==> src/rtl/sw_debounce_pkg.sv <==
// Shared types and default constants for the sw_debounce switch conditioner.
package sw_debounce_pkg;

   typedef enum logic {
      ST_STABLE  = 1'b0,
      ST_PENDING = 1'b1
   } db_state_t;

   localparam int unsigned DEF_TICK_DIV   = 50000;
   localparam int unsigned DEF_STABLE_CNT = 4;

endpackage

==> src/rtl/sw_debounce_bit.sv <==
// One debounce channel: 2-flop synchronizer, STABLE/PENDING FSM with tick counter,
// and (with SW_DEBOUNCE_EDGE_EN) registered rise/fall pulses.
module debounce_bit
   import sw_debounce_pkg::*;
#(
   parameter int unsigned STABLE_CNT = DEF_STABLE_CNT
) (
   input  logic clk,
   input  logic rst,
   input  logic tick,
   input  logic sw_raw,
`ifdef SW_DEBOUNCE_EDGE_EN
   output logic rise,
   output logic fall,
   output logic accept,
`endif
   output logic sw
);

   localparam int unsigned CNT_W = $clog2(STABLE_CNT + 1);

   logic             sync1;
   logic             sync2;
   db_state_t        state;
   logic [CNT_W-1:0] count;
   logic             differs;
   logic             full;

   assign differs = (sync2 != sw);
   assign full    = (count == CNT_W'(STABLE_CNT));

   always_ff @(posedge clk) begin
      if (rst) begin
         sync1 <= 1'b0;
         sync2 <= 1'b0;
         state <= ST_STABLE;
         count <= '0;
         sw    <= 1'b0;
      end else begin
         sync1 <= sw_raw;
         sync2 <= sync1;
         if (tick) begin
            case (state)
               ST_STABLE: begin
                  if (differs) begin
                     state <= ST_PENDING;
                     count <= CNT_W'(1);
                  end
               end
               ST_PENDING: begin
                  if (!differs) begin
                     state <= ST_STABLE;
                     count <= '0;
                  end else if (full) begin
                     state <= ST_STABLE;
                     count <= '0;
                     sw    <= ~sw;
                  end else begin
                     count <= count + CNT_W'(1);
                  end
               end
               default: begin
                  state <= ST_STABLE;
                  count <= '0;
               end
            endcase
         end
      end
   end

`ifdef SW_DEBOUNCE_EDGE_EN
   // accept is the same-cycle condition that flips sw; edges register alongside it
   assign accept = tick && (state == ST_PENDING) && differs && full;

   always_ff @(posedge clk) begin
      if (rst) begin
         rise <= 1'b0;
         fall <= 1'b0;
      end else begin
         rise <= accept && !sw;
         fall <= accept && sw;
      end
   end
`endif

endmodule

==> src/rtl/sw_debounce.sv <==
// Multi-channel switch debouncer: shared sample-tick divider plus WIDTH debounce_bit channels.
// Edge outputs are built only when SW_DEBOUNCE_EDGE_EN is defined; otherwise tied to 0.
module sw_debounce
   import sw_debounce_pkg::*;
#(
   parameter int unsigned WIDTH      = 16,
   parameter int unsigned TICK_DIV   = DEF_TICK_DIV,
   parameter int unsigned STABLE_CNT = DEF_STABLE_CNT
) (
   input  logic             clk,
   input  logic             rst,
   input  logic [WIDTH-1:0] sw_raw,
   output logic [WIDTH-1:0] sw,
   output logic [WIDTH-1:0] sw_rise,
   output logic [WIDTH-1:0] sw_fall,
   output logic             changed
);

   localparam int unsigned DIV_W = $clog2(TICK_DIV);

   logic [DIV_W-1:0] div;
   logic             tick;

   assign tick = (div == DIV_W'(TICK_DIV - 1));

   always_ff @(posedge clk) begin
      if (rst) begin
         div <= '0;
      end else if (tick) begin
         div <= '0;
      end else begin
         div <= div + DIV_W'(1);
      end
   end

`ifdef SW_DEBOUNCE_EDGE_EN
   logic [WIDTH-1:0] accept;

   always_ff @(posedge clk) begin
      if (rst) begin
         changed <= 1'b0;
      end else begin
         changed <= |accept;
      end
   end
`else
   assign sw_rise = '0;
   assign sw_fall = '0;
   assign changed = 1'b0;
`endif

   for (genvar i = 0; i < WIDTH; i++) begin : g_ch
      debounce_bit #(
         .STABLE_CNT(STABLE_CNT)
      ) u_bit (
         .clk    (clk),
         .rst    (rst),
         .tick   (tick),
         .sw_raw (sw_raw[i]),
`ifdef SW_DEBOUNCE_EDGE_EN
         .rise   (sw_rise[i]),
         .fall   (sw_fall[i]),
         .accept (accept[i]),
`endif
         .sw     (sw[i])
      );
   end

endmodule

==> config.mk <==
export PLATFORM = sky130hd
export DESIGN_NAME = sw_debounce
export DESIGN_NICKNAME = d
export VERILOG_FILES = /design/src/rtl/sw_debounce_pkg.sv /design/src/rtl/sw_debounce_bit.sv /design/src/rtl/sw_debounce.sv
export SDC_FILE = /design/constraint.sdc
export NUM_CORES = 1
export LEC_CHECK = 0
export BUFFER_PORTS_ARGS = -buffer_cell sky130_fd_sc_hd__clkbuf_2
export CORE_UTILIZATION = 50
export DETAILED_ROUTE_END_ITERATION = 16
export GPL_ROUTABILITY_DRIVEN = 0
export HOLD_SLACK_MARGIN = 0.1
export MAX_ROUTING_LAYER = met4
export PLACE_DENSITY = 0.67
export SLEW_MARGIN = 20
export SYNTH_ARGS = -nofsm -noshare
export SYNTH_HDL_FRONTEND = slang
export SYNTH_SLANG_ARGS = --single-unit
==> constraint.sdc <==
create_clock -name clk -period 3.9 [get_ports clk]
set_input_delay 0.78 -clock clk [delete_from_list [all_inputs] [get_ports clk]]
set_output_delay 0.78 -clock clk [all_outputs]
set_load 0.02 [all_outputs]
Yosys cells after proc, flatten, opt, wreduce, memory -nomap -nowiden:

Cells that the tools add are included.

* register bits: 128
* bits of input ports: 18
* output and inout port bits: 49
* logic and storage cells: 340

* add/subtract/negate cells: 17
* eq/ne operators: 49
* muxes and demuxes: 128
* bitwise gates (word level): 32
* reductions and logical operators: 33

Operators by type and width (number)
* $mux W3: 48
* $pmux W3 S2: 16
* $reduce_and A4 Y1: 16
* $add A3 B1 Y3 const B: 16
* $eq A3 B3 Y1 const B: 16
* $mux W1: 48
* $ne A2 B1 Y1 const B: 16
* $not A1 Y1: 32
* $pmux W1 S2: 16
* $reduce_and A2 Y1: 16
* $add A16 B1 Y16 const B: 1
* $eq A16 B16 Y1 const B: 1
* $ne A1 B1 Y1: 16
* $reduce_or A2 Y1: 1

Longest topological paths before layout:

Gate-level depths: netlist of run 1.

* depth after elaboration: 4
* gate-level depth with buffers: 7
* mapped depth without buffers: 6

Modules after synthesis:

Synthesis of run 1 repeated with hierarchy kept, for this count alone.

* cells, all modules: 658
* area total of the unflattened synthesis: 6357.3 um2

By module, submodules not included
* debounce_bit: instances 16, cells each 34, area an instance 336.6 um2, sequential area each 140.1 um2
* sw_debounce: instances 1, cells each 114, area an instance 972.2 um2, sequential area each 320.3 um2

Worst setup path before layout of run 1:

Ideal clock, no wire load.

* path type: in2reg
* start: input rst
* end: register g_ch[13].u_bit.count[1]
* setup time: 0.087 ns
* arrival: 1.806 ns
* required time: 3.813 ns
* slack: 2.007 ns
* stages on the path: 4
* buffers on the path: 1
* cell sequence: clkbuf_1 a2111oi_0 nand2_1 o31ai_1

RTL lines
* from (decl): line sw_debounce.sv:11 `input logic rst,`
* to (signal assigned): line sw_debounce_bit.sv:59 `count <= count + CNT_W'(1);`
* to (decl): line sw_debounce_bit.sv:25 `logic [CNT_W-1:0] count;`

Worst setup path in the final report of run 1:

* start: register div[0]
* end: register div[12]

* longest elaborated chain between the ends: 2
* elaborated cells on any way between the ends: 3
* those cells by class: add/sub (1); eq/ne (1); reduce/logical (1)

RTL lines
* from (decl): line sw_debounce.sv:21 `logic [DIV_W-1:0] div;`
* from (signal assigned): line sw_debounce.sv:32 `div <= div + DIV_W'(1);`
* branches (longest 2 deep; another with $add A16 B1 Y16)

Parallel ways; which one is timed is not known.
A chain may end at the register's enable or synchronous reset.

==> flow_metrics.py, run 1 <==
metrics = {
    "run_status": {
        "status": "completed",
    },
    "logic_synthesis": {
        "syn-cell-area_sq_um": 6180,
        "yosysWarnings": 0,
        "synth_edf_count": 0,
        "async_flop_share": 0,
        "syn_inst": 723,
        "yosysUniqueCellTypes": 46,
        "yosys_register_bits": 128,
        "seq_area_frac_synth": 0.415,
        "avgSynthCellArea_sq_um": 8.55,
        "ys.flop_type": "dfxtp_1",
    },
    "drt": {
        "vias": 4812,
        "via_per_inst": 5.42,
        "drt_iter0_markers": 293,
        "ant_nets": 0,
        "dr.pass1.iters": 4,
        "wirelength_um": 11800,
        "wl_per_cell_um": 13.3,
        "drt_drc_violations_left": 0,
    },
    "power": {
        "p_leak_nw": 2.62,
        "p_seq_frac": 0.448,
        "p_int_w": 0.00237,
        "combPwrFrac": 0.033,
        "peakVddDrop_v": 0.000244,
        "swShare": 0.206,
        "pwr-share-clk": 0.519,
        "p_switching_w": 0.000614,
        "power_density_nw_per_um2": 440,
    },
    "final_layout": {
        "fin_area_sq_um": 6770,
        "drive_above_1_share": 0.119,
        "regArea_sq_um": 2560,
        "area_growth_pct": 9.62,
        "n_antenna_cell": 0,
        "layout.nets": 779,
        "final_cell_mix": "dfxtp_1 (128), a21oi_1 (66), nand3_1 (63)",
        "multiInputGateArea_sq_um": 3060,
        "fillers": 1043,
        "layout_commonest_cell": "dfxtp_1",
    },
    "critical_path": {
        "reg2regPathDepth": 6,
        "r2r_end": "div[12]$_SDFF_PP0_",
        "worstSetupStartpointType": "flip-flop",
        "cp_max_fo": 20,
        "arrival_ns": 2.69,
        "r2r_slack_ns": 1.48,
        "r2r-start": "div[0]$_SDFF_PP0_",
        "critPathKind": "flip-flop to flip-flop",
        "end_kind": "flip-flop",
        "required_ns": 4.17,
    },
    "clock_network": {
        "clockRootBuffer": "clkbuf_16",
        "cts_tree": "done",
        "cts.clk_slew.worst_paths_ns": 0.06,
        "cts_buffer_depth": 2,
        "clkLatencyLatePin_ns": 0.41,
        "cts_resized": 0,
        "cts_hold_buffers": 0,
        "numCtsBuffers": 17,
        "post-cts-setup-buffer-count": 0,
        "htree_levels": 4,
        "clock_sinks": 128,
    },
    "grt": {
        "grt_pass1_wl_um": 20300,
        "grt_pass1_vias": 4611,
        "antenna_found_initial": 0,
        "grt_max_degree": 82,
        "grt-ovfl-total": 0,
        "grt.total_usage": 0.201,
    },
    "sta": {
        "clock.fmax_mhz": 413,
        "final.setup.tns_ns": 0,
        "fin_skew_ns": 0.0109,
        "hold_violations": 0,
        "setup_viol": 0,
        "slew_headroom": 0.293,
        "slew_viol_final": 0,
        "finalCritPeriodShare": 0.620,
        "holdWs_ns": 0.437,
        "worstMarginPinSlew_ns": 1.06,
        "rsz0062_at_grt": "false",
        "layout_min_cycle_time_ns": 2.42,
    },
    "die": {
        "pin_count": 67,
        "die_h_um": 113,
        "initial_core_util": 0.514,
        "rows": 40,
        "core-area_sq_um": 12000,
        "dieArea_sq_um": 12800,
        "die_w_um": 113,
    },
    "place": {
        "post-dp-hpwl_um": 7660,
        "io_buffers": 33,
        "placed_cell_area_sq_um": 6180,
    },
    "worst_hold_path": {
        "hold_depth": 1,
        "hold_class": "flip-flop to flip-flop",
        "hold_start": "g_ch[5].u_bit.sync1$_SDFF_PP0_",
        "holdPathEnd": "g_ch[5].u_bit.sync2$_SDFF_PP0_",
    },
    "flow_run": {
        "drv_cap": 0,
    },
}
worst max path at each step:
| stage | from | to | slack [ns] | depth (start not counted) |
|---|---|---|---|---|
| 2_1_floorplan | rst | g_ch[13].u_bit.count[1]$_SDFFE_PP0P_ | 2.01 | 4 |
| 3_3_place_gp | div[0]$_SDFF_PP0_ | div[5]$_SDFF_PP0_ | 1.57 | 6 |
| 3_5_place_dp | div[0]$_SDFF_PP0_ | div[9]$_SDFF_PP0_ | 1.46 | 6 |
| 4_1_cts | div[0]$_SDFF_PP0_ | div[9]$_SDFF_PP0_ | 1.42 | 6 |
| 5_1_grt | div[0]$_SDFF_PP0_ | div[12]$_SDFF_PP0_ | 1.19 | 6 |
| 6_report | div[0]$_SDFF_PP0_ | div[12]$_SDFF_PP0_ | 1.48 | 6 |
logic make-up after synthesis:
family,synth area share
AO/OA/AOI/OAI,0.139
XOR/XNOR,0.0397
adder cells (fa/ha/maj),0.0668
buffers and inverters,0.109
flip-flops,0.415
multiplexers,0.00506
other,0.000607
AND/OR/NAND/NOR,0.226
metal layers:
metal / share of wire / up-vias / track usage
li1: - / 2438 / -
met4: 0.012 / 0 / 0.0860
met5: 0 / - / -
met1: 0.44 / 2265 / 0.225
met2: 0.50 / 96 / 0.341
met3: 0.040 / 13 / 0.0487
through the flow:
stage / cells / setup slack (ns) / util / power [W]
2_1_floorplan: 755 / 2.01 / - / 0.00146
3_3_place_gp: 856 / 1.57 / 0.515 / 0.00146
3_5_place_dp: 856 / 1.46 / 0.515 / 0.00146
4_1_cts: 888 / 1.42 / 0.564 / 0.00302
5_1_grt: 888 / 1.19 / 0.564 / 0.00309
6_report: 888 / 1.48 / 0.564 / 0.00298
cell usage after synthesis, drive strengths merged (7+ instances only):
cell / number / area (sq um)
and3: 14 / 87.6
ha: 33 / 413
clkbuf: 21 / 78.8
a41oi: 7 / 61.3
nand4: 17 / 106
a311oi: 8 / 70.1
nor2b: 39 / 244
nor2: 54 / 203
a31o: 12 / 105
and2: 7 / 43.8
a21oi: 66 / 330
nand2: 29 / 109
buf: 64 / 437
xnor2: 13 / 114
inv: 42 / 158
nand3: 64 / 325
dfxtp: 128 / 2560
xor2: 15 / 131
o21ai: 37 / 185
state kept, by name, indices dropped and copies added (netlist names):
signal and cells:
div 16, g_ch.u_bit.count 48, g_ch.u_bit.state 16, g_ch.u_bit.sw 16, g_ch.u_bit.sync1 16, g_ch.u_bit.sync2 16
critical path, stage by stage, from the launching register on:
cell	delay, ns
dfxtp_1	0.35
ha_1	0.22
and3_1	0.26
nand4_1	0.51
buf_4	0.42
nand2b_1	0.42
nor2_1	0.10
cell type report:
type / instances / area share
Sequential cell: 128 / 0.378
Clock inverter: 4 / 0.00665
Tap cell: 147 / 0.0272
Timing Repair Buffer: 39 / 0.0314
Multi-Input combinational cell: 500 / 0.452
Inverter: 42 / 0.0233
Clock buffer: 28 / 0.0807
power by group through the flow:
stage | clock [W] | combinational, W | sequential, W
2_1_floorplan | 0 | 0.000104 | 0.00136
3_3_place_gp | 0 | 0.0000941 | 0.00136
3_5_place_dp | 0 | 0.0000967 | 0.00136
4_1_cts | 0.00159 | 0.0000969 | 0.00133
5_1_grt | 0.00165 | 0.000107 | 0.00134
6_report | 0.00155 | 0.0000969 | 0.00134
(Power assumes the default switching activity.)
==> run 2: changes to the inputs <==
Clock period 3.9 ns to 2.55 ns, I/O delays scaled along.
==> run 2 against run 1 <==
Effect of this change:
- first-iteration DRC count up 0.34%
- clock power up 59%
- final area up 0.39%
- critical path depth unchanged
- cell count down 0.23%
- largest cell class unchanged
==> flow_metrics.py, run 2 (synthesis gave the netlist of run 1 again) <==
metrics = {
    "run_status": {
        "status": "completed",
    },
    "sta": {
        "hold_violations": 0,
        "slew_headroom": 0.445,
        "fin_skew_ns": 0.00807,
        "worstMarginPinSlew_ns": 0.812,
        "rsz0062_at_grt": "false",
        "clock.fmax_mhz": 504,
        "finalCritPeriodShare": 0.779,
        "final.setup.tns_ns": 0,
        "setup_viol": 0,
        "slew_viol_final": 0,
        "layout_min_cycle_time_ns": 1.99,
    },
    "final_layout": {
        "drive_above_1_share": 0.114,
        "layout_commonest_cell": "dfxtp_1",
        "largest_reg_flops": 48,
        "regMostFlops": "g_ch.u_bit.count",
        "regArea_sq_um": 2560,
        "fillers": 1064,
        "final_cell_mix": "dfxtp_1 (128), a21oi_1 (66), nand3_1 (63)",
        "finish.utilization": 0.566,
        "multiInputGateArea_sq_um": 3060,
        "layout.nets": 779,
        "area_growth_pct": 10.0,
        "n_antenna_cell": 0,
    },
    "critical_path": {
        "required_ns": 2.90,
        "cp_max_fo": 59,
        "reg2regPathDepth": 6,
        "arrival_ns": 2.33,
        "endpoint": "g_ch[14].u_bit.count[1]$_SDFFE_PP0P_",
        "worstSetupStartpointType": "flip-flop",
        "r2r-start": "div[0]$_SDFF_PP0_",
        "end_kind": "flip-flop",
        "critPathKind": "flip-flop to flip-flop",
        "r2r_slack_ns": 0.56,
        "r2r_end": "g_ch[14].u_bit.count[1]$_SDFFE_PP0P_",
        "critPathLaunch": "div[0]$_SDFF_PP0_",
    },
    "drt": {
        "drt_drc_violations_left": 0,
        "dr.pass1.iters": 4,
        "via_per_inst": 5.41,
        "vias": 4796,
        "drt_iter0_markers": 294,
        "ant_nets": 0,
        "wl_per_cell_um": 13.3,
        "wirelength_um": 11800,
    },
    "die": {
        "initial_core_util": 0.514,
        "die_h_um": 113,
        "die_w_um": 113,
        "core-area_sq_um": 12000,
        "rows": 40,
        "pin_count": 67,
        "dieArea_sq_um": 12800,
    },
    "grt": {
        "grt_max_degree": 62,
        "grt.total_usage": 0.200,
        "antenna_found_initial": 0,
        "grt_pass1_wl_um": 19900,
        "grt_pass1_vias": 4626,
        "grt-ovfl-total": 0,
    },
    "place": {
        "io_buffers": 33,
        "post-dp-hpwl_um": 7400,
    },
    "power": {
        "power_density_nw_per_um2": 686,
        "swShare": 0.203,
        "p_switching_w": 0.000946,
        "p_int_w": 0.00372,
        "peakVddDrop_v": 0.000457,
        "p_seq_frac": 0.438,
        "pwr-share-clk": 0.530,
        "combPwrFrac": 0.032,
        "p_leak_nw": 2.63,
    },
    "clock_network": {
        "clkLatencyLatePin_ns": 0.42,
        "post-cts-setup-buffer-count": 0,
        "numCtsBuffers": 17,
        "htree_levels": 4,
        "cts_tree": "done",
        "cts_resized": 0,
        "cts.clk_slew.worst_paths_ns": 0.05,
        "cts_hold_buffers": 0,
        "cts_buffer_depth": 2,
        "clockRootBuffer": "clkbuf_16",
        "clock_sinks": 128,
    },
    "flow_run": {
        "drv_cap": 0,
    },
    "worst_hold_path": {
        "hold_class": "input port to flip-flop",
    },
}
[run 2: changes by cell type in the layout (fill, tap and decap cells not counted), sizes merged]
cell    delta
bufinv     +3
clkbuf     -5
[run 2: critical path, cell delays in order, from the launching register on]
cell and delay (ns):
dfxtp_1 0.35, ha_1 0.21, and3_1 0.26, nand4_1 0.33, buf_12 0.32, nor2_1 0.23, mux2i_1 0.20
[run 2: layout make-up]
type                       instances  area share
multi-input combinational        500       0.451
inverter                          42      0.0232
clock inverter                     7      0.0199
sequential                       128       0.377
timing repair buffer              39      0.0350
tap                              147      0.0271
clock buffer                      23      0.0674
[run 2: power by group through the flow]
stage / logic [W] / registers (W) / clock network [W]
2_1_floorplan: 0.000159 / 0.00208 / 0
3_3_place_gp: 0.000145 / 0.00208 / 0
3_5_place_dp: 0.000148 / 0.00208 / 0
4_1_cts: 0.000149 / 0.00204 / 0.00251
5_1_grt: 0.000165 / 0.00204 / 0.00260
6_report: 0.000149 / 0.00204 / 0.00247
[run 2: metal layers]
| metal | part of all wire | global-route usage | vias to the layer above |
|---|---|---|---|
| li1 | - | - | 2434 |
| met1 | 0.47 | 0.218 | 2264 |
| met4 | 0.012 | 0.0886 | 0 |
| met2 | 0.49 | 0.344 | 84 |
| met3 | 0.031 | 0.0509 | 14 |
| met5 | 0 | - | - |
[run 2: metrics by stage]
step           worst slack [ns]  instance area [sq um]  hold WS (ns)  cells  total power [W]
3_5_place_dp              0.549                   6210         0.421    856          0.00223
6_report                  0.564                   6800         0.300    886          0.00466
3_3_place_gp              0.623                   6210         0.416    856          0.00223
2_1_floorplan             0.882                   6300         0.414    755          0.00224
4_1_cts                   0.579                   6800         0.289    886          0.00470
5_1_grt                   0.371                   6800         0.290    886          0.00481
[run 2: how the worst min path moves through the flow]
stage	startpoint	end	slack, ns	cells after the start
finish	sw_raw[7]	g_ch[7].u_bit.sync1$_SDFF_PP0_	0.30	2
global route	sw_raw[1]	g_ch[1].u_bit.sync1$_SDFF_PP0_	0.29	2
CTS	sw_raw[7]	g_ch[7].u_bit.sync1$_SDFF_PP0_	0.29	2
detailed placement	g_ch[12].u_bit.sync1$_SDFF_PP0_	g_ch[12].u_bit.sync2$_SDFF_PP0_	0.42	1
global placement	g_ch[2].u_bit.sync1$_SDFF_PP0_	g_ch[2].u_bit.sync2$_SDFF_PP0_	0.42	1
floorplan	g_ch[0].u_bit.sync1$_SDFF_PP0_	g_ch[0].u_bit.sync2$_SDFF_PP0_	0.41	1
==> run 3: changes to the inputs <==
Settings changed: PLACE_DENSITY 0.67 to 0.69.
Clock period 2.55 ns to 1.7 ns, I/O delays scaled along.
==> run 3 against run 2 <==
Effect of this change:
- global-route usage down 0.17 points
- sequential share of layout area is 2.0 points lower
- hold slack got worse by 0.16 ns
- non-clock buffer count is 30 higher
- fmax rose by 20%
- flip-flop and latch count unchanged
- clock power is 57% higher
- sequential power is 50% higher
- via count is 3.3% higher
- critical path type unchanged
- largest cell class unchanged
- highest routed layer unchanged
==> flow_metrics.py, run 3 (synthesis gave the netlist of run 1 again) <==
metrics = {
    "sta": {
        "clock.fmax_mhz": 607,
        "fin_skew_ns": 0.00878,
        "worstMarginPinSlew_ns": 0.524,
        "finalCritPeriodShare": 0.970,
        "slew_viol_final": 0,
        "holdWs_ns": 0.140,
        "slew_headroom": 0.650,
        "layout_min_cycle_time_ns": 1.65,
        "setup_viol": 0,
        "setup_slack_ns": 0.0516,
        "hold_violations": 0,
    },
    "critical_path": {
        "critPathLaunch": "div[10]$_SDFF_PP0_",
        "cp.depth": 5,
        "crit_family": "simple AND/OR/NAND/NOR gates",
        "r2r_slack_ns": 0.05,
        "endpoint": "g_ch[15].u_bit.count[2]$_SDFFE_PP0P_",
        "crit_chain": "nor4b_4 > and4_4 > buf_12 > a41oi_1 > a311oi_1",
        "crit_buf_inv": 1,
        "worstSetupStartpointType": "flip-flop",
        "slowest_delay_ns": 0.37,
        "required_ns": 2.01,
        "cp_max_fo": 9,
        "end_kind": "flip-flop",
        "r2r_end": "g_ch[15].u_bit.count[2]$_SDFFE_PP0P_",
        "reg2regPathDepth": 5,
        "critPathKind": "flip-flop to flip-flop",
        "r2r-start": "div[10]$_SDFF_PP0_",
        "slowest_stage": "dfxtp_4",
        "arrival_ns": 1.95,
    },
    "final_layout": {
        "layout_commonest_cell": "dfxtp_1",
        "regMostFlops": "g_ch.u_bit.count",
        "largest_reg_flops": 48,
        "fin_area_sq_um": 7210,
        "final_cell_mix": "dfxtp_1 (122), a21oi_1 (66), nand3_1 (63)",
        "area_growth_pct": 16.8,
        "n_antenna_cell": 0,
        "drive_above_1_share": 0.173,
        "fillers": 1010,
        "layout.nets": 809,
        "finish.utilization": 0.601,
    },
    "clock_network": {
        "cts_hold_buffers": 0,
        "cts_buffer_depth": 2,
        "clockRootBuffer": "clkbuf_16",
        "cts_tree": "done",
        "numCtsBuffers": 17,
        "clock_sinks": 128,
        "clkLatencyLatePin_ns": 0.41,
        "htree_levels": 4,
        "cts.clk_slew.worst_paths_ns": 0.06,
    },
    "die": {
        "rows": 40,
        "initial_core_util": 0.514,
        "dieArea_sq_um": 12800,
        "pin_count": 67,
        "core-area_sq_um": 12000,
        "die_h_um": 113,
        "die_w_um": 113,
    },
    "grt": {
        "antenna_found_initial": 0,
        "grt.total_usage": 0.198,
        "grt-ovfl-total": 0,
        "grt_pass1_vias": 4639,
        "grt_max_degree": 61,
        "grt_pass1_wl_um": 20000,
    },
    "worst_hold_path": {
        "hold_start": "sw_raw[5]",
        "hold_class": "input port to flip-flop",
    },
    "power": {
        "p_leak_nw": 2.83,
        "peakVddDrop_v": 0.000811,
        "power_density_nw_per_um2": 995,
    },
    "drt": {
        "drt_iter0_markers": 238,
        "ant_nets": 0,
        "drt_drc_violations_left": 0,
        "via_per_inst": 5.40,
        "vias": 4956,
        "wl_per_cell_um": 13.1,
        "wirelength_um": 12100,
        "dr.pass1.iters": 5,
    },
    "place": {
        "placed_cell_area_sq_um": 6410,
        "io_buffers": 33,
        "pre_cts_ws_ns": -0.0298,
        "post-dp-hpwl_um": 7800,
    },
    "run_status": {
        "status": "completed",
    },
    "flow_run": {
        "drv_cap": 0,
    },
}
-- run 3: where the power goes --
group / internal, W / switching (W)
Sequential: 0.00304 / 0.0000189
Combinational: 0.0000789 / 0.000161
Clock: 0.00261 / 0.00127
-- run 3: how the worst min path moves through the flow --
stage,end,slack [ns],depth (start not counted)
after floorplan,g_ch[0].u_bit.sync2$_SDFF_PP0_,0.41,1
after global placement,g_ch[5].u_bit.sync2$_SDFF_PP0_,0.42,1
after detailed placement,g_ch[4].u_bit.sync2$_SDFF_PP0_,0.43,1
after CTS,g_ch[15].u_bit.sync1$_SDFF_PP0_,0.13,2
after global routing,g_ch[11].u_bit.sync1$_SDFF_PP0_,0.12,2
final,g_ch[5].u_bit.sync1$_SDFF_PP0_,0.14,2
-- run 3: through the flow --
stage          instances  power [W]  TNS, ns
2_1_floorplan        755    0.00336        0
3_3_place_gp         878    0.00336        0
3_5_place_dp         878    0.00336  -0.0298
4_1_cts              910    0.00725        0
5_1_grt              918    0.00743   -0.116
6_report             918    0.00718        0
-- run 3: per-layer routing --
| layer | vias to the layer above | wire length [um] | global-route usage |
|---|---|---|---|
| met2 | 119 | 5890 | 0.333 |
| met3 | 8 | 578 | 0.0595 |
| met5 | - | 0 | - |
| li1 | 2487 | - | - |
| met4 | 0 | 88 | 0.0623 |
| met1 | 2342 | 5490 | 0.226 |
-- run 3: repair_timing --
action	in CTS	in global routing
pin swaps	3	5
gates cloned	0	1
setup endpoints to repair	2	84
setup buffers	0	7
gates resized for setup	2	24
-- run 3: worst register-to-register path, cell delays in order (launching register included) --
cell and delay, ns:
dfxtp_4 0.37, nor4b_4 0.31, and4_4 0.30, buf_12 0.13, a41oi_1 0.14, a311oi_1 0.31
-- run 3: final cells by class --
cell class / instances / area (sq um) / share of cell area
sequential: 128 / 2570 / 0.357
tap: 147 / 184 / 0.0255
timing repair buffer: 69 / 538 / 0.0746
inverter: 42 / 158 / 0.0219
clock buffer: 23 / 488 / 0.0676
multi-input combinational: 500 / 3120 / 0.433
clock inverter: 9 / 154 / 0.0213
